===== src/rtl/mest_pro_display_scan_pkg.sv =====
// Shared constants and state encoding for the display scanner.
// The OUTPUT_MEM_WIDTH value matches the 7-segment decoder's value width.
package mest_pro_display_scan_pkg;

    localparam int OUTPUT_MEM_WIDTH     = 4;
    localparam int DISPLAY_NUM_DIGITS   = 4;
    localparam int DISPLAY_SCAN_DIV     = 1000;
    localparam int DISPLAY_BLANK_CYCLES = 16;

    // Scan FSM states; the encoding is also visible on the debug state port.
    typedef enum logic [1:0] {
        ST_OFF   = 2'd0,
        ST_BLANK = 2'd1,
        ST_SHOW  = 2'd2
    } scan_state_e;

endpackage


===== src/rtl/mest_pro_display_scan_lz.sv =====
// Leading-zero suppress mask: bit k is set when digit k and every more
// significant digit hold zero. Digit 0 is never suppressed.
module mest_pro_lz_mask #(
    parameter int MEM_WIDTH  = 4,
    parameter int NUM_DIGITS = 4
) (
    input  logic [NUM_DIGITS*MEM_WIDTH-1:0] i_bank,
    output logic [NUM_DIGITS-1:0]           o_suppress
);

    logic all_zero;

    // Walk from the most significant digit down, tracking "all zero so far".
    always_comb begin
        all_zero   = 1'b1;
        o_suppress = '0;
        for (int k = NUM_DIGITS - 1; k >= 1; k--) begin
            all_zero      = all_zero & (i_bank[k*MEM_WIDTH +: MEM_WIDTH] == '0);
            o_suppress[k] = all_zero;
        end
    end

endmodule


===== src/rtl/mest_pro_display_scan.sv =====
// Multiplexed display scanner: double-buffered digit bank, OFF/BLANK/SHOW
// slot sequencing, leading-zero blanking and frame-synchronous commits.
//
// Handshake: there is no valid/ready pair here. i_wr_en is a single-cycle
// write strobe always accepted; i_commit is a request that is latched into
// o_commit_pending and retired without back-pressure at the next frame
// boundary (or on the following cycle when the scanner is OFF).
module mest_pro_display_scan
    import mest_pro_display_scan_pkg::*;
#(
    parameter int MEM_WIDTH    = OUTPUT_MEM_WIDTH,
    parameter int NUM_DIGITS   = DISPLAY_NUM_DIGITS,
    parameter int SCAN_DIV     = DISPLAY_SCAN_DIV,
    parameter int BLANK_CYCLES = DISPLAY_BLANK_CYCLES
) (
    input  logic                          clk,
    input  logic                          i_rst_n,
    input  logic                          i_wr_en,
    input  logic [$clog2(NUM_DIGITS)-1:0] i_wr_addr,
    input  logic [MEM_WIDTH-1:0]          i_wr_data,
    input  logic                          i_commit,
    output logic                          o_commit_pending,
    input  logic                          i_display_on,
    input  logic                          i_lz_suppress,
    output logic [MEM_WIDTH-1:0]          o_mem_val,
    output logic                          o_output_enable,
    output logic [NUM_DIGITS-1:0]         o_digit_sel,
    output logic                          o_frame_done,
    output logic [1:0]                    o_dbg_state
);

    localparam int AW          = $clog2(NUM_DIGITS);
    localparam int CW          = $clog2(SCAN_DIV);
    localparam int SHOW_CYCLES = SCAN_DIV - BLANK_CYCLES;

    scan_state_e           state, state_nx;
    logic [AW-1:0]         idx, idx_nx;
    logic [CW-1:0]         cnt, cnt_nx;
    logic                  frame_end;
    logic                  apply;

    logic [MEM_WIDTH-1:0]  shadow    [NUM_DIGITS];
    logic [MEM_WIDTH-1:0]  active    [NUM_DIGITS];
    logic [MEM_WIDTH-1:0]  active_nx [NUM_DIGITS];
    logic [NUM_DIGITS*MEM_WIDTH-1:0] active_flat;
    logic [NUM_DIGITS-1:0] suppress;

    logic [MEM_WIDTH-1:0]  mem_val_nx;
    logic                  en_nx;
    logic [NUM_DIGITS-1:0] sel_nx;

    assign o_dbg_state = state;

    // Flatten the active bank for the suppress-mask block.
    always_comb begin
        active_flat = '0;
        for (int k = 0; k < NUM_DIGITS; k++) begin
            active_flat[k*MEM_WIDTH +: MEM_WIDTH] = active[k];
        end
    end

    // The mask only matters when entering or staying in SHOW, and the active
    // bank never changes on those edges, so the registered bank is sufficient.
    mest_pro_lz_mask #(
        .MEM_WIDTH  (MEM_WIDTH),
        .NUM_DIGITS (NUM_DIGITS)
    ) u_lz_mask (
        .i_bank     (active_flat),
        .o_suppress (suppress)
    );

    // Next-state logic: slot counter and digit index sequencing.
    always_comb begin
        state_nx  = state;
        idx_nx    = idx;
        cnt_nx    = cnt;
        frame_end = 1'b0;
        if (!i_display_on) begin
            state_nx = ST_OFF;
            idx_nx   = '0;
            cnt_nx   = '0;
        end else begin
            case (state)
                ST_OFF: begin
                    state_nx = ST_BLANK;
                    idx_nx   = '0;
                    cnt_nx   = '0;
                end
                ST_BLANK: begin
                    if (cnt == CW'(BLANK_CYCLES - 1)) begin
                        state_nx = ST_SHOW;
                        cnt_nx   = '0;
                    end else begin
                        cnt_nx = cnt + 1'b1;
                    end
                end
                ST_SHOW: begin
                    if (cnt == CW'(SHOW_CYCLES - 1)) begin
                        state_nx = ST_BLANK;
                        cnt_nx   = '0;
                        if (idx == AW'(NUM_DIGITS - 1)) begin
                            idx_nx    = '0;
                            frame_end = 1'b1;
                        end else begin
                            idx_nx = idx + 1'b1;
                        end
                    end else begin
                        cnt_nx = cnt + 1'b1;
                    end
                end
                default: begin
                    state_nx = ST_OFF;
                    idx_nx   = '0;
                    cnt_nx   = '0;
                end
            endcase
        end
    end

    // Commit application and the bank value the next cycle will see.
    always_comb begin
        apply = ((state == ST_OFF) && o_commit_pending) ||
                (frame_end && (o_commit_pending || i_commit));
        for (int k = 0; k < NUM_DIGITS; k++) begin
            active_nx[k] = apply ? shadow[k] : active[k];
        end
    end

    // Registered-output values; digit select trails enable by one cycle and
    // is cut as soon as the slot leaves SHOW.
    always_comb begin
        mem_val_nx = '0;
        en_nx      = 1'b0;
        sel_nx     = '0;
        if (state_nx != ST_OFF) begin
            mem_val_nx = active_nx[idx_nx];
        end
        if (state_nx == ST_SHOW) begin
            en_nx = !(i_lz_suppress && suppress[idx_nx]);
            if (o_output_enable) begin
                sel_nx = NUM_DIGITS'(1) << idx;
            end
        end
    end

    // FSM state, counters and all registered outputs.
    always_ff @(posedge clk or negedge i_rst_n) begin
        if (!i_rst_n) begin
            state            <= ST_OFF;
            idx              <= '0;
            cnt              <= '0;
            o_mem_val        <= '0;
            o_output_enable  <= 1'b0;
            o_digit_sel      <= '0;
            o_frame_done     <= 1'b0;
            o_commit_pending <= 1'b0;
        end else begin
            state            <= state_nx;
            idx              <= idx_nx;
            cnt              <= cnt_nx;
            o_mem_val        <= mem_val_nx;
            o_output_enable  <= en_nx;
            o_digit_sel      <= sel_nx;
            o_frame_done     <= frame_end;
            o_commit_pending <= apply ? 1'b0 : (o_commit_pending | i_commit);
        end
    end

    // Shadow writes and active-bank copy; a write on the copy edge only
    // reaches the shadow, so the copy sees the pre-write value.
    always_ff @(posedge clk or negedge i_rst_n) begin
        if (!i_rst_n) begin
            for (int k = 0; k < NUM_DIGITS; k++) begin
                shadow[k] <= '0;
                active[k] <= '0;
            end
        end else begin
            for (int k = 0; k < NUM_DIGITS; k++) begin
                active[k] <= active_nx[k];
            end
            if (i_wr_en && (int'(i_wr_addr) < NUM_DIGITS)) begin
                shadow[i_wr_addr] <= i_wr_data;
            end
        end
    end

endmodule


===== config.mk =====
export PLATFORM = sky130hd
export DESIGN_NAME = mest_pro_display_scan
export DESIGN_NICKNAME = d
export VERILOG_FILES = /design/src/rtl/mest_pro_display_scan_pkg.sv /design/src/rtl/mest_pro_display_scan_lz.sv /design/src/rtl/mest_pro_display_scan.sv
export SDC_FILE = /design/constraint.sdc
export NUM_CORES = 1
export LEC_CHECK = 0
export CAP_MARGIN = 20
export CORE_MARGIN = 10
export CORE_UTILIZATION = 54
export DETAILED_ROUTE_END_ITERATION = 16
export GPL_ROUTABILITY_DRIVEN = 0
export PLACE_DENSITY = 0.76
export SETUP_SLACK_MARGIN = 0.4
export SLEW_MARGIN = 10
export SYNTH_ARGS = -nofsm -noshare
export SYNTH_HDL_FRONTEND = slang
export SYNTH_SLANG_ARGS = --single-unit

===== constraint.sdc =====
create_clock -name clk -period 2.45 [get_ports clk]
set_clock_uncertainty 0.1 [all_clocks]
set_input_delay 0.735 -clock clk [delete_from_list [all_inputs] [get_ports clk]]
set_output_delay 0.735 -clock clk [all_outputs]
set_load 0.02 [all_outputs]

==> metrics.md, run 1 <==
| Metric | Value |
|---|---|
| Unrepaired setup endpoints after global routing | yes |
| Arr. time, crit path | ~2.3 ns |
| Critical path peak fanout | 10 |
| Tot GR Track Use | 0.158 |
| Status | completed |
| R2R Setup Slk | 0.21 ns |
| Final Max Slew Viols | 0 |
| Fmax achieved | about 450 MHz |
| Final Hold Vio Count | 0 |
| Vias after detailed routing | 2149 |
| VDD IR max | 0.463 mV |
| Setup violators final | 0 |
| N_diodes | 0 |
| Seq/Total Area, Yosys | 0.527 |
| Placed wire-length estimate | 4260 um |
| Yosys reg bits | 57 |
| Core Region | 0.00479 sq mm |
| FILL cells | 307 |
| Post-Syn Nets | 261 |
| Final nets | between 300 and 400 |
| Footprint of the multi-input gates | 0.00142 sq mm |
| Min cycle time layout | 2.24 ns |
| Initial antenna violation count | 0 |
| Yosys Warn Count | 0 |
| Post-synth EDFFs | 0 |
| Final period utilization | 0.913 |
| Area Overhead vs Synth | 36.3% |
| First-pass GRT wire length | approximately 11000 um |
| Final Core Density | 0.771 |
| Clock sink count | between 50 and 60 |
| Initial DRT Pass Iterations | 4 |
| Most common cell in the netlist | dfrtp_1 |
| H-tree depth | 3 |
| Hold-fix buffers, CTS | 0 |
| Crit start category | flop |
| Max-cap violations | 0 |
| Max-slew headroom | 0.532 |
| Die Y | 90.8 um |
| Top_reg_cell synth | dfrtp_1 |
| Cell Area, Synth | 0.00271 sq mm |
| Area share of the largest cell type after synthesis | 0.527 |
| DRC | 0 |
| Power Density | 680 mW/mm^2 |
| Slew @ Worst Pin | 0.700 ns |
| Post-synth ARST share | 1.00 |
| Crit-path cells | nand3_2, or3_4, o21a_4, buf_12, mux2_4, mux2i_4, o32ai_2 |
| CTS tree | built |
| Clock root cell | clkbuf_8 |
| Top-level port count | 25 |
| Worst-path clk slew | 0.07 ns |
| Worst path slowest cell | dfrtp_1 |
| Seq. cell area | 0.00143 sq mm |
| Total global routing overflow | 0 |
| Die area | ~0.0082 sq mm |
| Chip Width | 90.8 um |
| Critical path type | reg -> reg |
| Worst hold slack | 0.253 ns |
| Initial core utilization | 0.566 |
| Skew-Pair Late Insertion Delay | 0.34 ns |
| Avg Inst Size Synth | 11.3 sq um |
| CP delay by family, top | simple AND/OR/NAND/NOR gates |
| Vias in the first global route | 2175 |
| Clock Path Buffers | 2 |
| WL/cell | about 18 um |
| Total Power | around 2.5 mW |
| Via density per instance | 5.69 |
| Final setup margin | about 0.21 ns |
| CP Buf/Inv Count | 1 |
| Largest cells by area after synthesis | dfrtp_1 53%, mux2_2 10%, nor2_1 6.4% |
| Total wire length | approximately 6700 um |
| Leak pwr | around 1.7 nW |
| Netlist cell types | 39 |
| Routed Antenna Nets | 0 |
| Slowest stage delay, CP | ~0.44 ns |
| Synth area leader | dfrtp_1 |
| Hold WC Path Type | in -> async |
| Synth top cells by count | 57 x dfrtp_1, 46 x nor2_1, 24 x mux2_2 |
| Setup tns final | 0 ns |
| Cells after synthesis | 240 |
| Largest net degree at the start of global routing | 38 |
| Initial DRC count | 153 |
| Num CTS Buffers | 9 |
| CP required | 2.56 ns |
| I/O Buffers | 24 |
| Share of layout cells above drive strength 1 | 0.367 |
| Endpoint type of the worst setup path | flop |
| Pre-CTS WS | -0.187 ns |
| Site Rows | 25 |
## final timing paths
kind                       startpoint  cells past startpoint      endpoint
max                            cnt[8]                      7  o_mem_val[0]
min                           i_rst_n                      1        cnt[8]
max reg2reg                    cnt[8]                      7  o_mem_val[0]
min in group clk           active[12]                      2    active[12]
min reg2reg                active[12]                      2    active[12]
max in group asynchronous     i_rst_n                      2     shadow[5]
## stage by stage
step                      instances  cell area (sq um)
final                           378               3690
after global routing            378               3690
after CTS                       367               3480
after detailed placement        345               3170
after global placement          345               3170
after floorplan                 240               2730
## where the power goes
group	total (mW)	switching (mW)	internal [mW]	leakage (nW)
sequential	1.22	0.117	1.10	0.707
combinational	0.517	0.240	0.277	0.854
clock	0.776	0.359	0.417	0.0932
## sequential cells by signal, indices dropped and copies added (netlist names)
name,flops
active,16
cnt,10
idx,2
o_commit_pending,1
o_dbg_state,2
o_digit_sel,4
o_frame_done,1
o_mem_val,4
o_output_enable,1
shadow,16
## layout make-up
cell class	instances	area share
flip-flops and latches	57	0.388
multi-input cells	166	0.383
repair buffers	60	0.146
well taps	67	0.0227
clock inverters	3	0.00407
clock buffers	13	0.0431
inverters	12	0.0122
## cell usage in the layout (no fill, tap or decap), types with 3 or more instances in the layout
cell type	instances
a211o_1	8
clkbuf_8	11
ha_1	7
nand3_1	7
nand2_1	6
mux2_2	23
clkinv_2	3
dlygate4sd2_1	15
buf_4	31
xor2_1	4
nor4_2	4
nor2_1	44
dfrtp_2	6
xnor2_1	4
nor4_1	8
mux2i_1	4
clkdlybuf4s50_1	8
inv_1	11
dfrtp_1	51
## what timing repair did
action / in CTS / in global routing
buffers inserted: 5 / 10
resized for setup: 32 / 32
pin swaps: 3 / 15
gates cloned: 1 / 1
setup endpoints to repair: 22 / 26
## kinds of logic after synthesis
logic type / share of synthesized area
and+or+nand+nor: 0.173
DFF: 0.527
AOI/OAI and AO/OA: 0.0850
muxes: 0.118
buffers and inverters: 0.0300
adders and majority gates: 0.0416
xor gates and xnor gates: 0.0259
## per-layer routing
layer	GRT usage	wire length, um	share of wire	vias to the layer above
met4	0.0692	171	0.025	0
met1	0.186	2800	0.42	1065
met2	0.254	3360	0.50	73
li1	-	-	-	994
met5	0	0	0	-
met3	0.0574	382	0.057	17
No activity file was read; power rests on OpenSTA's default activity.
==> run 2: changes to the inputs <==
--- a/config.mk
+++ b/config.mk
@@ -12,7 +12,7 @@
 export GPL_ROUTABILITY_DRIVEN = 0
 export PLACE_DENSITY = 0.76
 export SETUP_SLACK_MARGIN = 0.4
-export SLEW_MARGIN = 10
+export SLEW_MARGIN = 5
 export SYNTH_ARGS = -nofsm -noshare
 export SYNTH_HDL_FRONTEND = slang
 export SYNTH_SLANG_ARGS = --single-unit
==> constraint.sdc (replaced) <==
create_clock -name clk -period 2.6 [get_ports clk]
set_clock_uncertainty 0.1 [all_clocks]
set_input_delay 0.78 -clock clk [delete_from_list [all_inputs] [get_ports clk]]
set_output_delay 0.78 -clock clk [all_outputs]
set_load 0.02 [all_outputs]
==> run 2 against run 1 <==
Compared with the run above: sequential share of layout area grew 1.3 points; total power shrank 7.7%; clock power shrank 8.2%.
==> metrics.md, run 2 (same netlist as run 1, synthesis figures left out) <==
| Metric | Value |
|---|---|
| Status | completed |
| Clock root cell | clkbuf_8 |
| Largest regs | active: 16 flops, shadow: 16 flops, cnt: 10 flops |
| Die area | 0.00825 sq mm |
| Setup tns final | 0 ns |
| Crit-path cells | nand4bb_4, or3_4, o21a_4, buf_12, mux2_2, mux2i_2, o32ai_1 |
| M3 GR Usage | 0.0507 |
| Worst path slowest cell | or3_4 |
| WL/cell | 17.5 um |
| Num CTS Buffers | 9 |
| Clock Path Buffers | 2 |
| Total wire length | roughly 6300 um |
| Slew @ Worst Pin | 0.718 ns |
| Skew-Pair Late Insertion Delay | 0.33 ns |
| CP delay by family, top | simple AND/OR/NAND/NOR gates |
| M2 GR Usage | 0.242 |
| Final Core Density | 0.746 |
| Hold WC Path Type | in -> async |
| Max-cap violations | 0 |
| Endpoint type of the worst setup path | flop |
| Crit start category | flop |
| Setup violators final | 0 |
| Area Overhead vs Synth | 31.9% |
| Power Density | approximately 650 mW/mm^2 |
| Initial DRT Pass Iterations | 4 |
| Site Rows | 25 |
| Arr. time, crit path | 2.36 ns |
| Hold-fix buffers, CTS | 0 |
| Initial DRC count | ~180 |
| First-pass GRT wire length | 10400 um |
| H-tree depth | 3 |
| Final Hold Vio Count | 0 |
| CP Buf/Inv Count | 1 |
| Die Y | between 90 and 100 um |
| Leak pwr | between 1.5 and 2 nW |
| Final nets | ~310 |
| Vias in the first global route | 2125 |
| Unrepaired setup endpoints after global routing | yes |
| Final Max Slew Viols | 0 |
| Max-slew headroom | 0.521 |
| GRT met1 Usage | 0.195 |
| Clock sink count | 57 |
| Via density per instance | 5.77 |
| Tot GR Track Use | 0.158 |
| Worst hold slack | approximately 0.33 ns |
| Routed Antenna Nets | 0 |
| Chip Width | 90.8 um |
| Final period utilization | 0.867 |
| Top-level port count | 25 |
| CTS tree | built |
| Min cycle time layout | between 2 and 2.5 ns |
| Critical path peak fanout | 5 |
| Commonest non-fill, non-tap cells in the layout | 51 x dfrtp_1, 45 x nor2_1, 23 x mux2_2, 15 x buf_4, 14 x clkdlybuf4s50_1 |
| Share of layout cells above drive strength 1 | 0.315 |
| Initial core utilization | 0.566 |
| Placed wire-length estimate | 4100 um |
| Vias after detailed routing | between 2000 and 2500 |
| VDD IR max | roughly 0.46 mV |
| Total global routing overflow | 0 |
| Critical path type | reg -> reg |
| Largest net degree at the start of global routing | a little under 60 |
| Initial antenna violation count | 0 |
| Core Region | 0.00479 sq mm |
| CP required | 2.71 ns |
| N_diodes | 0 |
| Worst-path clk slew | 0.07 ns |
| Fmax achieved | 443 MHz |
| I/O Buffers | 24 |
| GRT busiest layer | met2 |
| Placed inst area | 0.00310 sq mm |
| Post-route cell area | approximately 0.0036 sq mm |
| Slowest stage delay, CP | 0.44 ns |
| DRC | 0 |
| Commonest non-fill, non-tap cell in the layout | dfrtp_1 |
[run 2: cell count changes in the layout (fill, tap and decap cells not counted), sizes merged]
cell and change:
dlymetal6s2s +4, dlygate4sd2 -10, clkinv -3, clkdlybuf4s15 +1
clkdlybuf4s50 +6, buf -15, clkbuf +1
[run 2: per-stage QoR]
step,total power [mW],setup slack [ns],std cells
detailed placement,1.54,-0.0397,337
finish,2.32,0.345,362
global placement,1.52,-0.0345,337
global route,2.42,0.247,362
CTS,2.29,0.380,360
floorplan,1.37,0.408,240
[run 2: final timing paths]
kind,from,end,slack (ns),depth (start not counted)
worst max-delay path,cnt[3],o_mem_val[1],0.35,7
worst min-delay path,i_rst_n,o_dbg_state[1],0.33,2
worst max register to register,cnt[3],o_mem_val[1],0.35,7
worst min register to register,shadow[11],shadow[11],0.42,1
max in group asynchronous,i_rst_n,o_dbg_state[0],1.79,2
min in group clk,shadow[11],shadow[11],0.42,1
[run 2: power by group]
group / leakage [nW] / switching (mW) / internal, mW
sequential: 0.707 / 0.104 / 1.04
clock: 0.0826 / 0.323 / 0.389
combinational: 0.789 / 0.216 / 0.250
[run 2: per-layer routing]
| layer | part of all wire | vias up |
|---|---|---|
| li1 | - | 971 |
| met1 | 0.44 | 1033 |
| met2 | 0.48 | 72 |
| met3 | 0.059 | 13 |
| met4 | 0.020 | 0 |
| met5 | 0 | - |
[run 2: worst reg2reg max path, cell delays in order, from the launching register on]
cell and delay (ns):
dfrtp_1 0.38, nand4bb_4 0.23, or3_4 0.44, o21a_4 0.26, buf_12 0.15, mux2_2 0.29
mux2i_2 0.18, o32ai_1 0.10
[run 2: final cells by class]
class                           instances  area [sq um]
Sequential cell                        57          1430
Fill cell                             321          1210
Timing Repair Buffer                   46           480
Multi-Input combinational cell        166          1370
Clock buffer                           14           163
Inverter                               12          45.0
Tap cell                               67          83.8
[run 2: timing repair]
item | CTS | global route
gates cloned | 2 | 1
gates resized for setup | 24 | 27
setup buffers | 7 | 1
endpoints found under the setup margin | 8 | 11
pin swaps | 7 | 2
==> run 3: changes to the inputs <==
--- a/config.mk
+++ b/config.mk
@@ -6,6 +6,7 @@
 export NUM_CORES = 1
 export LEC_CHECK = 0
 export CAP_MARGIN = 20
+export CORE_ASPECT_RATIO = 0.9
 export CORE_MARGIN = 10
 export CORE_UTILIZATION = 54
 export DETAILED_ROUTE_END_ITERATION = 16
==> run 3 against run 2 <==
Compared with the run above: first-iteration DRC count decreased by 40%; global-route usage increased by 0.24 points; count of clock-buffer cells in the layout decreased by 3; core utilization decreased by 1.9 points; non-clock buffer count increased by 3; worst setup slack improved by 0.043 ns; flip-flop and latch count unchanged; clock power increased by 16%; cell area decreased by 0.95%; die area about the same; sequential share of layout area increased by 0.38 points.
==> metrics.md, run 3 (same netlist as run 1, synthesis figures left out) <==
| Metric | Value |
|---|---|
| Num CTS Buffers | 9 |
| N_diodes | 0 |
| Max-slew headroom | 0.548 |
| Hold WC Path Type | in -> async |
| Final period utilization | 0.851 |
| WL/cell | 16.5 um |
| Critical path type | reg -> reg |
| CP delay by family, top | simple AND/OR/NAND/NOR gates |
| Worst-path clk slew | ~0.07 ns |
| Routed Antenna Nets | 0 |
| Die Y | just under 90 um |
| Top-level port count | 25 |
| Worst path slowest cell | or3_4 |
| Share of layout cells above drive strength 1 | 0.316 |
| Setup violators final | 0 |
| Total wire length | 6060 um |
| Largest net degree at the start of global routing | 58 |
| Crit start category | flop |
| DRC | 0 |
| Total Power | 2.40 mW |
| Pre-CTS WS | -0.112 ns |
| Initial antenna violation count | 0 |
| Final Hold Vio Count | 0 |
| Vias in the first global route | approximately 2100 |
| Clock Path Buffers | 2 |
| Commonest non-fill, non-tap cell in the layout | dfrtp_1 |
| Commonest non-fill, non-tap cells in the layout | 51 x dfrtp_1, 45 x nor2_1, 22 x mux2_2, 22 x buf_4, 16 x clkdlybuf4s50_1 |
| I/O Buffers | 24 |
| Placed inst area | 0.00311 sq mm |
| H-tree depth | 3 |
| Unrepaired setup endpoints after global routing | yes |
| Sequential power share | 0.472 |
| First-pass GRT wire length | just over 10000 um |
| Largest regs | active: 16 flops, shadow: 16 flops, cnt: 10 flops |
| Status | completed |
| Slowest stage delay, CP | 0.43 ns |
| Initial DRT Pass Iterations | 4 |
| Max-cap violations | 0 |
| Initial core utilization | 0.557 |
| Comb pwr share | 0.184 |
| Die area | 0.00825 sq mm |
| Chip Width | 94.7 um |
| Final nets | 317 |
| Worst hold slack | 0.331 ns |
| Tot GR Track Use | 0.160 |
| CP required | roughly 2.7 ns |
| P_sw | 664 uW |
| Final Max Slew Viols | 0 |
| R2R Setup Slk | 0.39 ns |
| Via density per instance | 5.60 |
| Crit-path cells | nand4bb_4, or3_4, o21a_4, buf_6, mux2_4, mux2i_2, o32ai_1 |
| CTS tree | built |
| Vias after detailed routing | 2049 |
| Fmax achieved | 452 MHz |
| Site Rows | 24 |
| Initial DRC count | 109 |
| VDD IR max | 0.542 mV |
| Setup tns final | 0 ns |
| Power Density | 678 mW/mm^2 |
| Endpoint type of the worst setup path | flop |
| Skew-Pair Late Insertion Delay | 0.34 ns |
| Critical path peak fanout | 5 |
| Slew @ Worst Pin | 0.677 ns |
| Placed wire-length estimate | 4230 um |
| Core Region | 0.00486 sq mm |
| Total global routing overflow | 0 |
| Min cycle time layout | approximately 2.2 ns |
| Switch share | 0.277 |
| Clock sink count | 57 |
| Area Overhead vs Synth | 30.6% |
| Hold-fix buffers, CTS | 0 |
| Post-route cell area | 0.00354 sq mm |
| Clock power frac | 0.344 |
| Pint | 1.73 mW |
| Arr. time, crit path | 2.32 ns |
| CP Buf/Inv Count | 1 |
| Clock root cell | clkbuf_8 |
| Leak pwr | 1.55 nW |
| Final setup margin | 0.388 ns |
[run 3: changes by cell type in the layout (fill, tap and decap cells not counted), sizes merged]
cell / delta
buf: +4
bufinv: +1
clkbuf: -3
clkdlybuf4s15: -1
clkdlybuf4s50: +2
clkinv: +2
clkinvlp: +2
dlymetal6s2s: -2
nand2: +1
[run 3: what timing repair did]
item / 4_1_cts / 5_1_grt
setup buffers: 6 / 5
setup endpoints to repair: 8 / 7
gates resized for setup: 23 / 17
hold endpoints to repair: 0 / 0
pin swaps: 7 / 0
cloned: 1 / 0
[run 3: metrics by stage]
stage                      util  instances
after floorplan               -        240
after global placement    0.640        338
after detailed placement  0.640        338
after CTS                 0.706        361
after global routing      0.727        366
final                     0.727        366
[run 3: worst register-to-register path: stages, from the launching register on]
cell	delay, ns
dfrtp_2	0.41
nand4bb_4	0.20
or3_4	0.43
o21a_4	0.23
buf_6	0.13
mux2_4	0.31
mux2i_2	0.16
o32ai_1	0.13
[run 3: metal layers]
layer	part of all wire	GRT usage	wire length [um]	vias up
li1	-	-	-	969
met1	0.45	0.205	2710	1007
met2	0.48	0.247	2920	68
met3	0.066	0.0578	397	5
met4	0.0051	0.0489	31	0
met5	0	0	0	-
[run 3: area by class of cell]
cell class	count	area [sq um]
inverters	12	45.0
well taps	65	81.3
fillers	328	1330
clock buffers	11	141
repair buffers	49	442
flip-flops and latches	57	1430
multi-input cells	167	1340
clock inverters	5	55.1
[run 3: path summary, 6_finish.rpt]
kind                       cells after the start      endpoint        from
setup / recovery                               7  o_mem_val[2]      cnt[5]
hold / removal                                 2        cnt[9]     i_rst_n
setup reg to reg                               7  o_mem_val[2]      cnt[5]
hold reg to reg                                2    active[12]  active[12]
max in group asynchronous                      2        cnt[7]     i_rst_n
min in group clk                               2    active[12]  active[12]
[run 3: power by group through the flow]
stage | logic [mW] | clock network [mW] | registers, mW
floorplan | 0.248 | 0 | 1.12
global placement | 0.384 | 0 | 1.14
detailed placement | 0.400 | 0 | 1.14
CTS | 0.415 | 0.834 | 1.13
global route | 0.484 | 0.891 | 1.15
finish | 0.440 | 0.825 | 1.13
